===== config.mk =====
export PLATFORM = sky130hd
export DESIGN_NAME = irig_b_encoder
export DESIGN_NICKNAME = d
export VERILOG_FILES = /design/src/rtl/irig_pkg.sv /design/src/rtl/irig_bit_mapper.sv /design/src/rtl/irig_b_encoder.sv
export SDC_FILE = /design/constraint.sdc
export NUM_CORES = 1
export LEC_CHECK = 0
export CAP_MARGIN = 20
export CORE_MARGIN = 2
export CORE_UTILIZATION = 60
export CTS_CLUSTER_SIZE = 25
export DETAILED_ROUTE_END_ITERATION = 6
export GPL_TIMING_DRIVEN = 0
export PLACE_DENSITY = 0.85
export SETUP_SLACK_MARGIN = 0.2
export SYNTH_ARGS = -nofsm -noshare
export SYNTH_HDL_FRONTEND = slang
export SYNTH_SLANG_ARGS = --single-unit

===== constraint.sdc =====
create_clock -name clk -period 8 [get_ports clk]
set_input_delay 1.6 -clock clk [delete_from_list [all_inputs] [get_ports clk]]
set_output_delay 1.6 -clock clk [all_outputs]
set_load 0.02 [all_outputs]

===== src/rtl/irig_pkg.sv =====
`default_nettype none
// ---------------------------------------------------------------------------
// irig_pkg : IRIG-B frame layout, symbol and FSM encodings shared by the
//            encoder and the receiver/parser.          Revision: 1.0
// ---------------------------------------------------------------------------
package irig_pkg;

    localparam logic [6:0] LAST_BIT_IDX = 7'd99;

    // Position identifiers: Pr, then P1..P9, then P0 closing the frame
    localparam logic [6:0] POS_PR = 7'd0;
    localparam logic [6:0] POS_P1 = 7'd9;
    localparam logic [6:0] POS_P2 = 7'd19;
    localparam logic [6:0] POS_P3 = 7'd29;
    localparam logic [6:0] POS_P4 = 7'd39;
    localparam logic [6:0] POS_P5 = 7'd49;
    localparam logic [6:0] POS_P6 = 7'd59;
    localparam logic [6:0] POS_P7 = 7'd69;
    localparam logic [6:0] POS_P8 = 7'd79;
    localparam logic [6:0] POS_P9 = 7'd89;
    localparam logic [6:0] POS_P0 = 7'd99;

    localparam int POS_SEC_UNITS  = 1;
    localparam int POS_SEC_TENS   = 6;
    localparam int POS_MIN_UNITS  = 10;
    localparam int POS_MIN_TENS   = 15;
    localparam int POS_HOUR_UNITS = 20;
    localparam int POS_HOUR_TENS  = 25;
    localparam int POS_DAY_UNITS  = 30;
    localparam int POS_DAY_TENS   = 35;
    localparam int POS_DAY_HUNDS  = 40;

    typedef enum logic [1:0] {
        SYM_ZERO = 2'd0,
        SYM_ONE  = 2'd1,
        SYM_MARK = 2'd2
    } irig_sym_t;

    typedef enum logic [1:0] {
        ST_IDLE = 2'b00,
        ST_LOAD = 2'b01,
        ST_HIGH = 2'b10,
        ST_LOW  = 2'b11
    } irig_state_t;

    typedef struct packed {
        logic [9:0] day;
        logic [5:0] hour;
        logic [6:0] min;
        logic [6:0] sec;
    } irig_time_t;

    function automatic logic is_marker(input logic [6:0] idx);
        return (idx == POS_PR) || (idx == POS_P1) || (idx == POS_P2) ||
               (idx == POS_P3) || (idx == POS_P4) || (idx == POS_P5) ||
               (idx == POS_P6) || (idx == POS_P7) || (idx == POS_P8) ||
               (idx == POS_P9) || (idx == POS_P0);
    endfunction

endpackage
`default_nettype wire


===== src/rtl/irig_bit_mapper.sv =====
`default_nettype none
// ---------------------------------------------------------------------------
// irig_bit_mapper : combinational map of (bit index, frame time) to symbol.
//                                                     Revision: 1.0
// ---------------------------------------------------------------------------
module irig_bit_mapper
    import irig_pkg::*;
(
    input  logic [6:0] bit_idx_i,
    input  irig_time_t frame_i,
    output irig_sym_t  sym_o
);

    // Padded to 128 so any 7-bit index is in range; unused slots stay zero
    logic [127:0] w_data_bits;

    always_comb begin
        w_data_bits = '0;
        w_data_bits[POS_SEC_UNITS  +: 4] = frame_i.sec[3:0];
        w_data_bits[POS_SEC_TENS   +: 3] = frame_i.sec[6:4];
        w_data_bits[POS_MIN_UNITS  +: 4] = frame_i.min[3:0];
        w_data_bits[POS_MIN_TENS   +: 3] = frame_i.min[6:4];
        w_data_bits[POS_HOUR_UNITS +: 4] = frame_i.hour[3:0];
        w_data_bits[POS_HOUR_TENS  +: 2] = frame_i.hour[5:4];
        w_data_bits[POS_DAY_UNITS  +: 4] = frame_i.day[3:0];
        w_data_bits[POS_DAY_TENS   +: 4] = frame_i.day[7:4];
        w_data_bits[POS_DAY_HUNDS  +: 2] = frame_i.day[9:8];

        sym_o = SYM_ZERO;
        if (is_marker(bit_idx_i)) begin
            sym_o = SYM_MARK;
        end else if (w_data_bits[bit_idx_i]) begin
            sym_o = SYM_ONE;
        end
    end

endmodule
`default_nettype wire


===== src/rtl/irig_b_encoder.sv =====
`default_nettype none
// ---------------------------------------------------------------------------
// irig_b_encoder : IRIG-B DC-level-shift frame generator timed by ms_tick.
//                                                     Revision: 1.0
// ---------------------------------------------------------------------------
module irig_b_encoder
    import irig_pkg::*;
#(
    parameter int MS_PER_BIT = 10,
    parameter int W_ZERO     = 2,
    parameter int W_ONE      = 5,
    parameter int W_MARK     = 8
) (
    input  logic       clk,
    input  logic       rst,
    input  logic       ce,
    input  logic       ms_tick,
    input  logic       enable,
    input  logic       time_load,
    input  logic [6:0] sec_bcd,
    input  logic [6:0] min_bcd,
    input  logic [5:0] hour_bcd,
    input  logic [9:0] day_bcd,
    output logic       irig_out,
    output logic       frame_start,
    output logic [6:0] bit_idx,
    output logic [1:0] state_out
);

    localparam int CNT_W = $clog2(MS_PER_BIT + 1);

    irig_state_t      state_q;
    logic             irig_out_q;
    logic             frame_start_q;
    logic [6:0]       bit_idx_q;
    logic [CNT_W-1:0] ms_cnt_q;
    irig_time_t       shadow_q;
    irig_time_t       frame_q;

    irig_time_t       w_time_in;
    irig_sym_t        w_sym;
    logic [CNT_W-1:0] w_width;
    logic [CNT_W-1:0] w_cnt_inc;

    assign w_time_in = {day_bcd, hour_bcd, min_bcd, sec_bcd};
    assign w_cnt_inc = ms_cnt_q + CNT_W'(1);

    irig_bit_mapper u_bit_mapper (
        .bit_idx_i (bit_idx_q),
        .frame_i   (frame_q),
        .sym_o     (w_sym)
    );

    always_comb begin
        w_width = CNT_W'(W_ZERO);
        case (w_sym)
            SYM_ONE:  w_width = CNT_W'(W_ONE);
            SYM_MARK: w_width = CNT_W'(W_MARK);
            default:  w_width = CNT_W'(W_ZERO);
        endcase
    end

    always_ff @(posedge clk) begin
        if (rst) begin
            state_q       <= ST_IDLE;
            irig_out_q    <= 1'b0;
            frame_start_q <= 1'b0;
            bit_idx_q     <= '0;
            ms_cnt_q      <= '0;
            shadow_q      <= '0;
            frame_q       <= '0;
        end else if (ce) begin
            frame_start_q <= 1'b0;
            if (time_load) begin
                shadow_q <= w_time_in;
            end

            case (state_q)
                ST_IDLE: begin
                    irig_out_q <= 1'b0;
                    if (ms_tick && enable) begin
                        state_q       <= ST_LOAD;
                        frame_start_q <= 1'b1;
                    end
                end
                ST_LOAD: begin
                    // A strobe in this very cycle must reach the frame now
                    frame_q    <= time_load ? w_time_in : shadow_q;
                    bit_idx_q  <= '0;
                    ms_cnt_q   <= '0;
                    state_q    <= ST_HIGH;
                    irig_out_q <= 1'b1;
                end
                ST_HIGH: begin
                    if (ms_tick) begin
                        ms_cnt_q <= w_cnt_inc;
                        if (w_cnt_inc >= w_width) begin
                            state_q    <= ST_LOW;
                            irig_out_q <= 1'b0;
                        end
                    end
                end
                ST_LOW: begin
                    if (ms_tick) begin
                        if (w_cnt_inc >= CNT_W'(MS_PER_BIT)) begin
                            ms_cnt_q <= '0;
                            if (bit_idx_q != LAST_BIT_IDX) begin
                                bit_idx_q  <= bit_idx_q + 7'd1;
                                state_q    <= ST_HIGH;
                                irig_out_q <= 1'b1;
                            end else if (enable) begin
                                state_q       <= ST_LOAD;
                                frame_start_q <= 1'b1;
                            end else begin
                                state_q <= ST_IDLE;
                            end
                        end else begin
                            ms_cnt_q <= w_cnt_inc;
                        end
                    end
                end
                default: state_q <= ST_IDLE;
            endcase
        end
    end

    assign irig_out    = irig_out_q;
    assign frame_start = frame_start_q;
    assign bit_idx     = bit_idx_q;
    assign state_out   = state_q;

endmodule
`default_nettype wire

* After elaboration in Yosys (flattened, before gate mapping)
Cells that the tools add are included.
** Word-level totals
- Flip-flop bits (word level) :: 75
- Input port bits :: 36
- Output and inout port bits :: 11
- Logic and storage cells :: 94
** Cells by class
- $add $sub $neg :: 2
- Magnitude comparators :: 3
- Equality and inequality tests :: 22
- Muxes and demuxes :: 34
- Reductions and logical operators :: 20
** Operators by type and width (number)
- two-way mux 30 bit :: 1
- equality test 7 bit (second input constant) :: 4
- equality test 7 x 6 -> 1 bit (second input constant) :: 3
- two-way mux 7 bit :: 3
- equality test 7 x 5 -> 1 bit (second input constant) :: 2
- two-way mux 2 bit :: 7
- one-hot mux 7 bit (2 select lines) :: 1
- two-way mux 1 bit :: 13
- two-way mux 4 bit :: 3
- != test 2 bit (second input constant) :: 6
- one-hot mux 4 bit (3 select lines) :: 1
- AND reduction 6 bit :: 2
- logical OR 1 bit :: 10
- < comparator 7 x 8 -> 1 bit (second input constant) :: 1
- one-hot mux 2 bit (4 select lines) :: 1
- one-hot mux 4 bit (2 select lines) :: 1
- adder 7 x 1 -> 7 bit (second input constant) :: 1
- binary-select mux 1 bit (select 7 bit) :: 1
- equality test 7 x 4 -> 1 bit (second input constant) :: 1
- logical NOT 7 bit :: 1
- != test 7 bit (second input constant) :: 1
- equality test 2 bit (second input constant) :: 3
- AND reduction 5 bit :: 1
- adder 4 x 1 -> 4 bit (second input constant) :: 1
- other kinds (11) :: 12

* Longest topological paths before layout
Gate-level depths: netlist of the first run.
- Word-level depth :: 18
- Gate-level depth with buffers :: 14
- Gate-level depth less buffers :: 13

* Modules after synthesis
From an unflattened synthesis of the first run, not the netlist that was laid out.
** Second synthesis, totals
- Cells, all modules :: 468
- Area, all modules :: 3985.1 um2
** Modules (own cells, without submodules)
- irig_b_encoder :: instances 1, cells an instance 400, area an instance 3463.3 um2, seq. area each 1501.4 um2
- irig_bit_mapper :: instances 1, cells an instance 68, area an instance 521.8 um2, seq. area each 0.0 um2

* Worst setup path before layout of the first run
No wires, ideal clock.
- Kind :: register to register
- From :: reg bit_idx_q[0] (netlist: bit_idx[0])
- To :: reg irig_out_q (netlist: irig_out)
- Library setup time :: 78 ps
- Arrival time :: 2950 ps
- Setup slack :: 4972 ps
- Stages on the path, launching flop included :: 13
- Buffers on the path :: 1
- Clock period less this slack :: 3028 ps
- Cells stage by stage :: dfxtp_1 > buf_2 > mux4_2 > and2_1 > a311oi_1 > o32a_1 > a211oi_1 > ha_1 > nand2b_1 > a211oi_1 > o211ai_1 > and3_1 > nor3_1
** On the way
- Cells in the longest elaborated chain, start to end :: 17
- Elaborated cells between the ends (all ways) :: 33
- Those cells by class :: order compare (1); eq/ne (15); mux (5); reduce/logical (12)
** Ends and longest elaborated chain
- start: declaration :: RTL line irig_b_encoder.sv:35 : logic [6:0] bit_idx_q;
- start signal: assignment :: RTL line irig_b_encoder.sv:108 : bit_idx_q <= bit_idx_q + 7'd1;
- parallel branches: the longest is 16 deep, another holds greater-or-equal comparator 4 bit
- AND reduction 6 bit (no line) (*)
- end signal: assignment :: RTL line irig_b_encoder.sv:66 : irig_out_q <= 1'b0;
- end signal: assignment :: RTL line irig_b_encoder.sv:99 : irig_out_q <= 1'b0;
- end signal: assignment :: RTL line irig_b_encoder.sv:110 : irig_out_q <= 1'b1;
- end: declaration :: RTL line irig_b_encoder.sv:33 : logic irig_out_q;
Mark *: on every way between the ends. The select of a mux whose other input is x is not followed.
A chain may end at the register's enable or synchronous reset.

* Final worst setup path of the first run
- From :: in ms_tick
- To :: reg bit_idx_q[6] (netlist: bit_idx[6])
** On the way
- Cells in the longest elaborated chain, start to end :: 2
** Ends and longest elaborated chain
- start: declaration :: RTL line irig_b_encoder.sv:17 : input logic ms_tick,
- != test 2 bit (no line)
- AND reduction 5 bit (no line)
Every way passes these cells.

==> results of run 1 <==
==> power groups by stage <==
stage / combinational, mW / clock [mW] / sequential [mW]
floorplan: 0.0676 / 0 / 0.411
global placement: 0.105 / 0 / 0.411
detailed placement: 0.109 / 0 / 0.412
CTS: 0.109 / 0.314 / 0.404
global route: 0.121 / 0.332 / 0.406
finish: 0.109 / 0.316 / 0.404
==> final cells by class <==
type                            instances  area [um^2]  area share [%]
Buffer                                 36        156.4           3.370
Inverter                               13        48.80           1.051
Tap cell                               77        96.34           2.076
Timing Repair Buffer                   43        430.4           9.275
Multi-Input combinational cell        344         2201           47.43
Sequential cell                        75         1501           32.35
Clock buffer                           10        127.6           2.750
Clock inverter                          5        78.83           1.699
==> flip-flops by register name, summed over array words and instances, names as in the netlist <==
name	flops
irig_out	1
state_out	2
shadow_q	30
ms_cnt_q	4
frame_q	30
frame_start	1
bit_idx	7
==> path summary, 6_finish.rpt <==
check,startpoint,to,slack (ns),depth (start not counted)
worst min-delay path,shadow_q[8]$_SDFFE_PP0P_,shadow_q[8]$_SDFFE_PP0P_,0.46,2
worst max register to register,bit_idx[0]$_SDFFE_PP0P_,irig_out$_SDFFE_PP0P_,4.69,12
worst min register to register,shadow_q[8]$_SDFFE_PP0P_,shadow_q[8]$_SDFFE_PP0P_,0.46,2
worst max-delay path,ms_tick,bit_idx[6]$_SDFFE_PP0P_,4.67,6
==> synth_stat cells, types with 2 or more instances <==
master / count / share of area [%]
nand2b_1: 4 / 0.64
o31ai_1: 4 / 0.77
clkbuf_1: 28 / 2.7
a31oi_1: 5 / 0.80
or4_1: 5 / 0.96
mux2i_1: 36 / 9.2
buf_2: 5 / 0.64
xor2_1: 2 / 0.45
o211ai_1: 2 / 0.38
o21ai_0: 9 / 1.2
a41oi_1: 2 / 0.45
a21oi_1: 44 / 5.6
mux2_2: 4 / 1.2
nor2_1: 43 / 4.1
nand2_1: 81 / 7.8
inv_1: 12 / 1.2
nor3_1: 3 / 0.38
o22ai_1: 3 / 0.48
and3_1: 3 / 0.48
or3_1: 3 / 0.48
and2_1: 4 / 0.64
a311oi_1: 3 / 0.67
buf_4: 2 / 0.38
nor2b_1: 5 / 0.80
mux4_2: 2 / 1.2
ha_1: 14 / 4.5
a221oi_1: 2 / 0.45
nand4_1: 2 / 0.32
nand3_1: 5 / 0.64
dfxtp_1: 75 / 38
a211oi_1: 32 / 6.1
==> layout by cell type, fill, tap and decap left out, types with 5 or more instances in the layout <==
cell type / count
inv_1: 12
nor2b_1: 5
nor2_1: 43
a21oi_1: 44
o21ai_0: 9
dfxtp_1: 75
nand3_1: 5
buf_2: 5
or4_1: 5
a31oi_1: 5
mux2i_1: 36
nand2_1: 81
clkbuf_1: 29
ha_1: 14
a211oi_1: 32
clkbuf_8: 9
clkdlybuf4s50_1: 43
==> metal layers <==
| layer | vias up | global-route usage, % | wire [um] |
|---|---|---|---|
| met4 | 0 | 10.82 | 200 |
| met1 | 1693 | 33.46 | 4123 |
| li1 | 1777 | - | - |
| met2 | 100 | 45.38 | 4559 |
| met3 | 28 | 4.916 | 447 |
| met5 | - | 0 | 0 |
==> worst reg2reg max path, cell delays in order, from the launching register on <==
cell and delay (ns):
dfxtp_1 0.41, buf_2 0.27, mux4_2 0.53, and2_1 0.17, a311oi_1 0.21, o32a_1 0.26
a211oi_1 0.11, ha_1 0.29, nand2b_1 0.13, a211oi_1 0.23, o211ai_1 0.24, and3_1 0.25
nor3_1 0.15
==> cells by family after synthesis <==
| group | Yosys count |
|---|---|
| AND/OR/NAND/NOR | 163 |
| AO/OA/AOI/OAI | 123 |
| flip-flops | 75 |
| buffers and inverters | 49 |
| multiplexers | 42 |
| adder cells (fa/ha/maj) | 14 |
| XOR/XNOR | 2 |
==> results.tsv, run 1 <==
stage	metric	value	unit
run_status	status	finished clean	
grt	grt_pass1_wl	15.44	mm
cts	cts_resized	0	
power	p_switching	0.2138	mW
route	num_vias	3598	
grt	grt_max_degree	13	
timing	setup_viol	0	
critical_path	cp.arrival	3.62	ns
synth	synth_compound_area_share	21.17	%
die	die_w	84.70	um
synth	avgSynthCellArea	8.349	um^2
finish	layout.nets	572	
die	start_util	61.89	%
cts	clock_sinks	75	
route	routedWlPerCell	15.47	um
finish	utilization	73.50	%
cts	clk_latency	0.36	ns
timing	setup_slack	4.668	ns
placed_design	portBuffers	43	
timing	tightest_slew	0.7136	ns
cts	cts_root_buffer	clkbuf_8	
finish	stdcell_area	0.004641	mm^2
route	drcViolationCount	0	
timing	min_period_over_period	41.65	%
synth	seq_area_frac_synth	38.42	%
timing	fin_skew	0.006643	ns
critical_path	crit_chain	clkdlybuf4s50_1 > inv_1 > a21boi_0 > nand4_1 > or4_1 > a21oi_1	
cts	cts_tree	yes	
power	power	0.8292	mW
grt	grt.overflow.total	0	
synth	syn-cell-area	0.003907	mm^2
timing	hold_slack	0.4556	ns
critical_path	cpMaxStageDelayCell	clkdlybuf4s50_1	
placed_design	place_congestion	0.8917	
critical_path	cp_slowest_stage_delay	0.56	ns
synth	synth_fa_ha_area_share	4.483	%
grt	grt_pass1_vias	3420	
route	drt-total-wl	9.330	mm
grt	grtUsageTotal	26.71	%
synth	synth-simple-area-share	18.70	%
critical_path	cp-start-kind	primary input	
critical_path	critPathKind	primary input to flip-flop	
power	internal-power	0.6153	mW
timing	finalHoldViolCount	0	
critical_path	timing.critical_path.buf_inv	2	
power	p_clk_share	38.2	%
power	pwr-share-comb	13.2	%
route	viasPerCell	5.967	
placed_design	dpl.hpwl	6.899	mm
route	drt_iter0_drc	181	
placed_design	dpl_worst_slack	4.432	ns
cts	postCtsHoldBufs	0	
die	rows	29	
timing	slew_headroom	52.42	%
placed_design	dp_cells	588	
cts	cts_max_level	3	
die	die_area	0.007174	mm^2
finish	finalNonFillerCells	603	
synth	synthCells	468	
timing	tns	0	ns
power	swShare	25.79	%
cts	cts_max_path_buffers	2	
synth	syn_nets	518	
synth	synth-edff-count	0	
placed_design	place_area	0.004434	mm^2
critical_path	cp_top_family	simple AND/OR/NAND/NOR gates	
critical_path	required	8.29	ns
run	maxCapViolCount	0	
power	powerDensity	178.7	mW/mm^2
grt	antenna_found_initial	0	
power	vdd_drop_max	158.1	uV
route	first_pass_iters	5	
finish	diodes	0	
cts	cts_buffers	9	
critical_path	crit_fanout	5	
synth	muxShareOfSynthArea	11.53	%
synth	ys.flop_type	dfxtp_1	
power	p_seq_share	48.7	%
die	dieHeight	84.70	um
synth	synth_seq_cells	75	
die	core_area	0.006314	mm^2
timing	maxSlewViolCount	0	
min_path	min_path_type	flip-flop to flip-flop	
synth	synthDistinctLibCells	55	
timing	grt_setup_unrepaired	no	
cts	post-cts-setup-buffer-count	0	
cts	clkTransAtPathRegs	0.07	ns
timing	max_freq	300.1	MHz
finish	drive_gt1_share	6.084	%
finish	fill_cells	508	
route	ant_nets	0	
synth	async_flop_share	0	%
synth	yosys_warnings	0	
power	p_leak	1.672	nW
synth	synth_xor_area_share	0.4483	%
die	pin_count	47	
timing	fin_crit	3.332	ns
synth	synth_top_family_by_area	compound AO/OA/AOI/OAI gates	
finish	syn_to_final_growth	18.76	%
critical_path	endpoint_kind	flip-flop	
Power figures use the tool's default switching activity.
==> run 2, diff against run 1 <==
--- a/config.mk
+++ b/config.mk
@@ -7,11 +7,11 @@
 export LEC_CHECK = 0
 export CAP_MARGIN = 20
 export CORE_MARGIN = 2
-export CORE_UTILIZATION = 60
+export CORE_UTILIZATION = 50
 export CTS_CLUSTER_SIZE = 25
 export DETAILED_ROUTE_END_ITERATION = 6
 export GPL_TIMING_DRIVEN = 0
-export PLACE_DENSITY = 0.85
+export PLACE_DENSITY = 0.76
 export SETUP_SLACK_MARGIN = 0.2
 export SYNTH_ARGS = -nofsm -noshare
 export SYNTH_HDL_FRONTEND = slang
==> constraint.sdc (replaced) <==
create_clock -name clk -period 2.9 [get_ports clk]
set_input_delay 0.58 -clock clk [delete_from_list [all_inputs] [get_ports clk]]
set_output_delay 0.58 -clock clk [all_outputs]
set_load 0.02 [all_outputs]
==> run 2 against run 1 <==
- the flow now finishes with violations (negative setup slack)
- setup slack worse by 4.8 ns
- critical path depth is 6 higher
- die area is 19% higher
- critical path type is now flip-flop to flip-flop
- critical endpoint is now state_out[1]$_SDFFE_PP0P_
- highest routed layer unchanged
==> results.tsv, run 2 (same netlist as run 1, synthesis figures left out) <==
stage	metric	value	unit	change
critical_path	rr_endpoint	state_out[1]$_SDFFE_PP0P_		
placed_design	place_congestion	0.8733		-2.1%
timing	min_period_over_period	105.0	%	
finish	final_cell_mix	81 x nand2_1, 72 x dfxtp_1, 43 x nor2_1, 43 x a21oi_1, 43 x clkdlybuf4s50_1		
critical_path	required	3.16	ns	-5.13 ns
route	routedWlPerCell	15.11	um	-2.4%
grt	grt_max_degree	14		+1
die	dieHeight	92.40	um	+9.1%
route	num_vias	3548		-1.4%
min_path	min_path_type	flip-flop to flip-flop		
die	die_area	0.008538	mm^2	+19%
critical_path	cpMaxStageDelayCell	mux4_2		
grt	grt_use_met3	4.312	%	-0.60 points
critical_path	cp_top_family	compound AO/OA/AOI/OAI gates		
critical_path	cpMostUsedCell	a211oi_2		
timing	slew_headroom	54.25	%	+1.8 points
finish	drive_gt1_share	10.36	%	+4.3 points
critical_path	crit_fanout	7		+2
critical_path	cp-start-kind	flip-flop		
min_path	hp-start	shadow_q[7]$_SDFFE_PP0P_		
power	swShare	25.64	%	-0.15 points
critical_path	endpoint	state_out[1]$_SDFFE_PP0P_		
cts	cts_max_level	3		unchanged
critical_path	worstRegToRegCells	12		unchanged
die	die_w	92.40	um	+9.1%
die	rows	32		+10%
critical_path	critPathKind	flip-flop to flip-flop		
cts	clkTransAtPathRegs	0.08	ns	about the same
route	viasPerCell	5.605		-6.1%
cts	cts_max_path_buffers	2		unchanged
grt	grt_pass1_wl	15.76	mm	+2.1%
finish	stdcell_area	0.004808	mm^2	+3.6%
finish	finalNonFillerCells	633		+5.0%
power	vdd_drop_max	287.3	uV	+82%
power	p_leak	1.716	nW	+2.7%
timing	finalHoldViolCount	0		unchanged
critical_path	timing.critical_path.buf_inv	1		-1
die	pin_count	47		unchanged
route	drcViolationCount	0		unchanged
power	powerDensity	484.2	mW/mm^2	+170%
timing	max_freq	328.3	MHz	
route	first_pass_iters	4		-1
cts	postCtsHoldBufs	0		unchanged
finish	fill_cells	655		+29%
finish	multi_input_area	0.002262	mm^2	+2.8%
grt	grt.met2_usage	40.45	%	-4.9 points
finish	syn_to_final_growth	23.05	%	
grt	top_usage_layer	met2		
finish	layout_commonest_cell	nand2_1		
route	ant_nets	0		unchanged
placed_design	dpl.hpwl	7.039	mm	+2.0%
power	internal-power	1.731	mW	+180%
die	start_util	51.10	%	-11 points
placed_design	portBuffers	43		unchanged
critical_path	reg2reg_from	bit_idx[0]$_SDFFE_PP0P_		
timing	tightest_slew	0.6863	ns	-0.02736 ns
timing	fin_skew	0.008075	ns	+0.001432 ns
placed_design	dp_cells	613		+4.3%
grt	grtUsageTotal	23.16	%	-3.6 points
power	pwr-share-comb	13.1	%	about the same
critical_path	cp_slowest_stage_delay	0.50	ns	-0.06 ns
power	p_switching	0.5968	mW	+180%
timing	tns	-0.3090	ns	-0.3090 ns
cts	clock_sinks	75		unchanged
finish	layout.nets	576		+0.70%
power	p_clk_share	39.2	%	+1.0 points
run_status	status	finished with violations		
route	drt_iter0_drc	171		-5.5%
grt	grt.overflow.total	0		unchanged
power	p_seq_share	47.7	%	-1.0 points
placed_design	place_area	0.004478	mm^2	+0.99%
critical_path	critPathLaunch	bit_idx[0]$_SDFFE_PP0P_		
die	core_area	0.007647	mm^2	+21%
timing	setup_viol	3		+3
power	power	2.328	mW	+180%
cts	clk_latency	0.35	ns	about the same
grt	grt_pass1_vias	3394		-0.76%
timing	fin_crit	3.046	ns	
cts	cts_root_buffer	clkbuf_8		
critical_path	crit_cells	12		+6
timing	maxSlewViolCount	0		unchanged
cts	cts_tree	yes		
critical_path	endpoint_kind	flip-flop		
critical_path	cp.arrival	3.30	ns	-0.32 ns
cts	cts_buffers	9		unchanged
timing	grt_setup_unrepaired	yes		
finish	regArea	0.001510	mm^2	+0.58%
critical_path	r2r_setup_slack	-0.15	ns	-4.84 ns
timing	setup_slack	-0.1457	ns	-4.813 ns
critical_path	crit_chain	buf_8 > mux4_2 > and2_4 > a311oi_2 > o32a_1 > a211oi_2 > ha_1 > nand2b_4 > a211oi_2 > o211ai_1 > a41oi_1 > a311oi_1		
run_status	violations	negative setup slack		
grt	grt_use_met1	28.67	%	-4.8 points
route	drt-total-wl	9.563	mm	+2.5%
grt	antenna_found_initial	0		unchanged
finish	diodes	0		unchanged
run	maxCapViolCount	0		unchanged
-- run 2: cell types whose count changed in the layout (fill, tap and decap cells not counted), sizes merged --
cell	change
clkbuf	+1
buf	+4
clkinvlp	+2
clkinv	-2
-- run 2: worst min path at each step --
| stage | endpoint | slack [ns] | cells after the start |
|---|---|---|---|
| floorplan | shadow_q[0]$_SDFFE_PP0P_ | 0.44 | 2 |
| global placement | shadow_q[6]$_SDFFE_PP0P_ | 0.44 | 2 |
| detailed placement | shadow_q[21]$_SDFFE_PP0P_ | 0.45 | 2 |
| CTS | shadow_q[7]$_SDFFE_PP0P_ | 0.46 | 2 |
| global route | shadow_q[5]$_SDFFE_PP0P_ | 0.47 | 2 |
| finish | shadow_q[7]$_SDFFE_PP0P_ | 0.46 | 2 |
-- run 2: routing by layer --
layer	part of all wire (%)	vias up
li1	-	1784
met1	45	1667
met2	50	86
met3	3.9	11
met4	1.3	0
met5	0	-
-- run 2: area by class of cell --
type / instances / area share (%)
multi-input combinational: 344 / 47.05
timing repair buffer: 47 / 9.576
buffer: 36 / 3.513
tap: 102 / 2.654
sequential: 75 / 31.41
clock buffer: 11 / 2.940
inverter: 13 / 1.093
clock inverter: 5 / 1.769
-- run 2: tightest hold or removal path, cell delays in order (launching register included) --
cell	delay, ns
dfxtp_1	0.31
nand2_1	0.05
a21oi_1	0.05
-- run 2: per-stage QoR --
step	worst slack, ns	hold WS (ns)	utilization (%)
global route	-0.2865	0.4713	62.88
floorplan	0.1079	0.4357	-
global placement	-0.1799	0.4403	58.56
CTS	-0.09849	0.4579	62.03
detailed placement	-0.2039	0.4476	58.56
finish	-0.1457	0.4550	62.88
-- run 2: power by group through the flow --
stage	clock network [mW]	registers (mW)	logic, mW
6_report	0.913	1.11	0.304
5_1_grt	0.970	1.12	0.339
4_1_cts	0.924	1.11	0.302
3_5_place_dp	0	1.14	0.300
3_3_place_gp	0	1.13	0.293
2_1_floorplan	0	1.13	0.187
-- run 2: timing repair --
item | 4_1_cts | 5_1_grt
buffers inserted | 2 | 2
resized for setup | 7 | 10
pin swaps | 6 | 5
setup endpoints to repair | 3 | 3
==> run 3, diff against run 2 <==
==> constraint.sdc (replaced) <==
create_clock -name clk -period 2.9 [get_ports clk]
set_input_delay 0.87 -clock clk [delete_from_list [all_inputs] [get_ports clk]]
set_output_delay 0.87 -clock clk [all_outputs]
set_load 0.02 [all_outputs]
==> results of run 3 <==
The final DEF is identical to that of run 2; final timing and power are the same.
